$ cat src/rtl/spi_frame_rx.sv
// SPI mode-0 slave receiver running on the system clock: conditions sck/sdi/cs,
// streams completed words and hands whole frames over with a valid/ack handshake.
module spi_frame_rx_sync #(
  parameter int W      = 3,
  parameter int STAGES = 2
) (
  input  logic         clk,
  input  logic         reset,
  input  logic [W-1:0] d,
  output logic [W-1:0] q
);
  logic [STAGES-1:0][W-1:0] pipe;

  always_ff @(posedge clk) begin
    if (reset) pipe <= '0;
    else       pipe <= {pipe[STAGES-2:0], d};
  end

  assign q = pipe[STAGES-1];
endmodule

module spi_frame_rx #(
  parameter int WORD_W      = 8,
  parameter int NUM_WORDS   = 42,
  parameter int SYNC_STAGES = 2,
  localparam int FRAME_W    = NUM_WORDS * WORD_W,
  localparam int IDX_W      = (NUM_WORDS > 1) ? $clog2(NUM_WORDS) : 1
) (
  input  logic               clk,
  input  logic               reset,
  input  logic               sck,
  input  logic               sdi,
  input  logic               cs,
  output logic [WORD_W-1:0]  word_data,
  output logic [IDX_W-1:0]   word_index,
  output logic               word_valid,
  output logic [FRAME_W-1:0] frame_data,
  output logic               frame_valid,
  input  logic               frame_ack,
  output logic               frame_err,
  output logic               overrun
);
  localparam int CNT_W = $clog2(FRAME_W + 2);
  localparam int BIW_W = (WORD_W > 1) ? $clog2(WORD_W) : 1;
  localparam logic [CNT_W-1:0] FRAME_CNT = CNT_W'(FRAME_W);
  localparam logic [CNT_W-1:0] LAST_CNT  = CNT_W'(FRAME_W - 1);
  localparam logic [CNT_W-1:0] SAT_CNT   = CNT_W'(FRAME_W + 1);
  localparam logic [BIW_W-1:0] LAST_BIT  = BIW_W'(WORD_W - 1);

  typedef enum logic {S_WAIT_CS, S_ARMED} state_t;
  state_t state, state_n;

  logic sck_s, sdi_s, cs_s, sck_d, cs_d;
  logic [FRAME_W-1:0] shreg, shreg_nx;
  logic [CNT_W-1:0]   bit_cnt;
  logic [BIW_W-1:0]   bit_in_word;
  logic [IDX_W-1:0]   word_cnt;
  logic sample, cs_rise, shift_en, word_end, frame_end;

  spi_frame_rx_sync #(.W(3), .STAGES(SYNC_STAGES)) u_sync (
    .clk  (clk),
    .reset(reset),
    .d    ({sck, sdi, cs}),
    .q    ({sck_s, sdi_s, cs_s})
  );

  // Stay deaf until cs has been seen high, so a transfer already in flight at reset is skipped.
  always_ff @(posedge clk) begin
    if (reset) state <= S_WAIT_CS;
    else       state <= state_n;
  end

  always_comb begin
    state_n = state;
    if (state == S_WAIT_CS && cs_s) state_n = S_ARMED;
  end

  // A cs rise masks a coincident sck rise because sampling requires cs_s low.
  assign sample    = (state == S_ARMED) && sck_s && !sck_d && !cs_s;
  assign cs_rise   = cs_s && !cs_d;
  assign shift_en  = sample && (bit_cnt < FRAME_CNT);
  assign word_end  = shift_en && (bit_in_word == LAST_BIT);
  assign frame_end = shift_en && (bit_cnt == LAST_CNT);
  assign shreg_nx  = {shreg[FRAME_W-2:0], sdi_s};

  always_ff @(posedge clk) begin
    if (reset) begin
      sck_d       <= 1'b0;
      cs_d        <= 1'b0;
      shreg       <= '0;
      bit_cnt     <= '0;
      bit_in_word <= '0;
      word_cnt    <= '0;
      word_data   <= '0;
      word_index  <= '0;
      word_valid  <= 1'b0;
      frame_data  <= '0;
      frame_valid <= 1'b0;
      frame_err   <= 1'b0;
      overrun     <= 1'b0;
    end else begin
      sck_d      <= sck_s;
      cs_d       <= cs_s;
      word_valid <= 1'b0;
      frame_err  <= 1'b0;
      if (frame_ack) begin
        frame_valid <= 1'b0;
        overrun     <= 1'b0;
      end
      if (cs_rise) begin
        bit_cnt     <= '0;
        bit_in_word <= '0;
        word_cnt    <= '0;
        frame_err   <= (bit_cnt != '0) && (bit_cnt != FRAME_CNT);
      end else if (sample) begin
        // Bits past the frame only advance the counter so a long frame can be flagged.
        if (bit_cnt != SAT_CNT) bit_cnt <= bit_cnt + CNT_W'(1);
        if (shift_en) begin
          shreg       <= shreg_nx;
          bit_in_word <= word_end ? '0 : bit_in_word + BIW_W'(1);
        end
        if (word_end) begin
          word_cnt   <= word_cnt + IDX_W'(1);
          word_data  <= shreg_nx[WORD_W-1:0];
          word_index <= word_cnt;
          word_valid <= 1'b1;
        end
        if (frame_end) begin
          if (!frame_valid || frame_ack) begin
            frame_data  <= shreg_nx;
            frame_valid <= 1'b1;
          end else begin
            overrun <= 1'b1;
          end
        end
      end
    end
  end
endmodule

$ cat config.mk
export PLATFORM = sky130hd
export DESIGN_NAME = spi_frame_rx
export DESIGN_NICKNAME = d
export VERILOG_FILES = /design/src/rtl/spi_frame_rx.sv
export SDC_FILE = /design/constraint.sdc
export NUM_CORES = 1
export LEC_CHECK = 0
export CAP_MARGIN = 20
export CORE_ASPECT_RATIO = 1.4
export CORE_MARGIN = 2
export CORE_UTILIZATION = 55
export CTS_CLUSTER_SIZE = 40
export DETAILED_ROUTE_END_ITERATION = 6
export GPL_ROUTABILITY_DRIVEN = 0
export PLACE_DENSITY = 0.79
export SETUP_SLACK_MARGIN = 0.1
export SYNTH_ARGS = -nofsm -noshare
export SYNTH_HDL_FRONTEND = slang
export SYNTH_SLANG_ARGS = --single-unit
export TNS_END_PERCENT = 100
$ cat constraint.sdc
create_clock -name clk -period 2.2 [get_ports clk]
set_input_delay 0.44 -clock clk [delete_from_list [all_inputs] [get_ports clk]]
set_output_delay 0.44 -clock clk [all_outputs]
set_load 0.005 [all_outputs]
==> flow_metrics.py <==
metrics = {
    "critical_path": {
        "cp.depth": 8,
        "setup.worst_path.end": "frame_data[311]",
        "path_cells": "ha_4 -> nand4b_1 -> nor3_2 -> nor3b_4 -> buf_12 -> buf_4 -> buf_8 -> mux2i_1",
        "critPathBufInv": 3,
        "start_kind": "register",
        "path_delay_family": "simple AND/OR/NAND/NOR gates",
        "required_ns": 2.70,
        "critPathMaxStageDelay_ns": 0.37,
        "end_kind": "register",
        "reg2reg_from": "bit_cnt[1]",
        "cpMaxStageDelayCell": "dfxtp_2",
        "reg2reg_to": "frame_data[311]",
        "cp.arrival_ns": 2.56,
        "regToRegSetupSlack_ns": 0.14,
        "r2r_cells": 8,
        "critPathMaxFanout": 14,
        "crit_type": "register to register",
        "critPathLaunch": "bit_cnt[1]",
    },
    "synth": {
        "ys_seq_area_share_pct": 51.14,
        "async_reset_ff_share_pct": 0,
        "syn_inst": 3111,
        "synth-main-ff-cell": "dfxtp_1",
        "synth_seq_cells": 716,
        "netlist_area_mm2": 0.02803,
        "post_synth_num_cell_types": 35,
        "avgSynthCellArea_um2": 9.009,
        "synth-warning-count": 0,
        "synth_edf_count": 0,
        "synth_nets": 3123,
    },
    "floorplanning": {
        "die_w_um": 194.8,
        "die_h_um": 271.1,
        "fp.coreArea_mm2": 0.05025,
        "io-pin-count": 360,
        "fp.dieArea_mm2": 0.05281,
        "initial_core_util_pct": 55.78,
        "fp-row-count": 97,
    },
    "sta": {
        "hold_viol_final": 0,
        "slew_headroom_pct": 55.29,
        "rsz0062_at_grt": "true",
        "tightest_slew_ns": 0.6620,
        "setup_ws_ns": 0.1369,
        "maxSlewViolCount": 0,
        "min_period_ns": 2.063,
        "tns_ns": 0,
        "min_period_over_period_pct": 93.78,
        "finalSetupViolCount": 0,
        "skew_ns": 0.02047,
        "fmax_ghz": 0.4847,
    },
    "detailed_routing": {
        "wirelength_um": 64990,
        "drtPass1Iterations": 7,
        "drt-wirelength-per-cell_um": 15.86,
        "ant_nets": 0,
        "viasPerCell": 5.216,
        "drc": 0,
        "vias": 21368,
        "drt-initial-drc-count": 1406,
    },
    "job": {
        "maxCapViolCount": 0,
    },
    "clock_network": {
        "cts_hold_buffers": 0,
        "cts_sinks": 716,
        "numCtsBuffers": 66,
        "h-tree-depth": 3,
        "worst_skew_pair.late_latency_ns": 0.58,
        "path_clk_slew_ns": 0.07,
        "clockBufferDepth": 3,
        "cts_tree": "done",
        "cts_root_buf": "clkbuf_16",
    },
    "status": {
        "status": "complete, no violations",
    },
    "global_routing": {
        "track_usage_pct": 23.32,
        "grt-ovfl-total": 0,
        "grt_pass1_wl_um": 103400,
        "grt_pass1_vias": 20833,
        "grt_antenna_before_repair": 2,
        "grt_max_degree": 101,
    },
    "finish": {
        "finalInstanceArea_mm2": 0.03500,
        "final_common_cell": "dfxtp_1",
        "final_layout_size_suffix_gt1_share_pct": 6.547,
        "syn2layout_area_growth_pct": 24.88,
        "fin_nets": 3413,
        "final_cell_mix": "712 x dfxtp_1, 691 x nand2_1, 672 x nand2b_1, 358 x a21oi_1, 358 x clkdlybuf4s50_1",
    },
    "pwr": {
        "p_leak_nw": 11.01,
        "power_density_mw_per_mm2": 715.0,
        "ir_drop_mv": 0.5673,
    },
    "placement": {
        "placed_area_mm2": 0.03241,
        "port_buffers": 359,
        "pre_cts_ws_ns": -0.03480,
        "hpwl_um": 41820,
    },
    "worst_hold_path": {
        "hp-start": "reset",
        "hold_path_class": "input pin to register",
    },
}
[sequential cells by signal (all words and copies together) (netlist names)]
register     cells
bit_cnt          9
bit_in_word      3
cs_d             1
frame_data     336
frame_err        1
frame_valid      1
overrun          1
sck_d            1
shreg          335
state            1
u_sync.pipe      3
u_sync.q         3
word_cnt         6
word_data        8
word_index       6
word_valid       1
[through the flow]
step	hold WS (ns)	instances	util (%)	total power, mW
6_report	0.3088	4097	69.66	25.03
5_1_grt	0.2949	4096	69.65	25.80
4_1_cts	0.2938	4079	68.95	25.22
3_5_place_dp	0.4358	3959	64.51	13.79
3_3_place_gp	0.4287	3959	64.51	13.78
2_1_floorplan	0.4138	3111	-	13.68
[Yosys cell counts (all sizes together) (2+ instances only)]
cell type,number,area share [%]
nor3,4,0.071
nand3,14,0.25
nand4,5,0.11
and3,2,0.045
o21ai,7,0.12
clkbuf,159,2.1
mux2i,341,12
nand2,691,9.3
xor2,6,0.19
nand2b,672,15
inv,3,0.040
buf,78,1.7
nor2,17,0.23
a21oi,358,6.4
nor2b,10,0.22
nand4bb,2,0.080
dfxtp,716,51
or3,8,0.18
nor3b,2,0.071
ha,6,0.27
[report_power, final]
group	total [mW]	leakage (nW)	internal (mW)	switching, mW
clock network	11.5	1.10	6.65	4.88
logic	0.530	4.14	0.246	0.284
registers	13.0	5.77	13.0	0.00445
[worst min-delay path by stage]
stage                        to  cells after the start
finish                    state                      2
global route        u_sync.q[2]                      2
CTS                 u_sync.q[2]                      2
detailed placement  u_sync.q[2]                      1
global placement    u_sync.q[2]                      1
floorplan           u_sync.q[0]                      1
[cell families (layout without fill, tap and decap cells)]
logic type / count (synthesis) / after routing / synth area share (%)
AOI/OAI and AO/OA: 369 / 369 / 6.634
xor gates and xnor gates: 7 / 7 / 0.2188
adders and majority gates: 6 / 6 / 0.2679
buffers and inverters: 240 / 581 / 3.906
DFF: 716 / 716 / 51.14
muxes: 341 / 341 / 12.18
other: 0 / 2 / 0
and+or+nand+nor: 1432 / 1432 / 25.65
[what timing repair did]
item,CTS,global route
buffers inserted,1,7
resized for setup,4,21
cloned,0,9
endpoints found under the setup margin,289,260
pin swaps,0,1
endpoints found under the hold margin,0,0
[per-layer routing]
layer,global-route usage (%),share of wire (%),vias to the layer above
met5,0,0.020,-
li1,-,-,10599
met3,3.752,4.6,102
met1,28.51,42,10185
met4,7.533,2.5,2
met2,41.82,51,480
[layout make-up]
type / instances / area, um^2
diodes: 2 / 5.005
inverters: 3 / 11.26
flip-flops and latches: 716 / 14340
multi-input cells: 2155 / 12670
clock inverters: 26 / 224.0
well taps: 643 / 804.5
fillers: 3829 / 15240
clock buffers: 93 / 1977
repair buffers: 459 / 4967
Note: power is estimated with default switching activity, not from simulation.
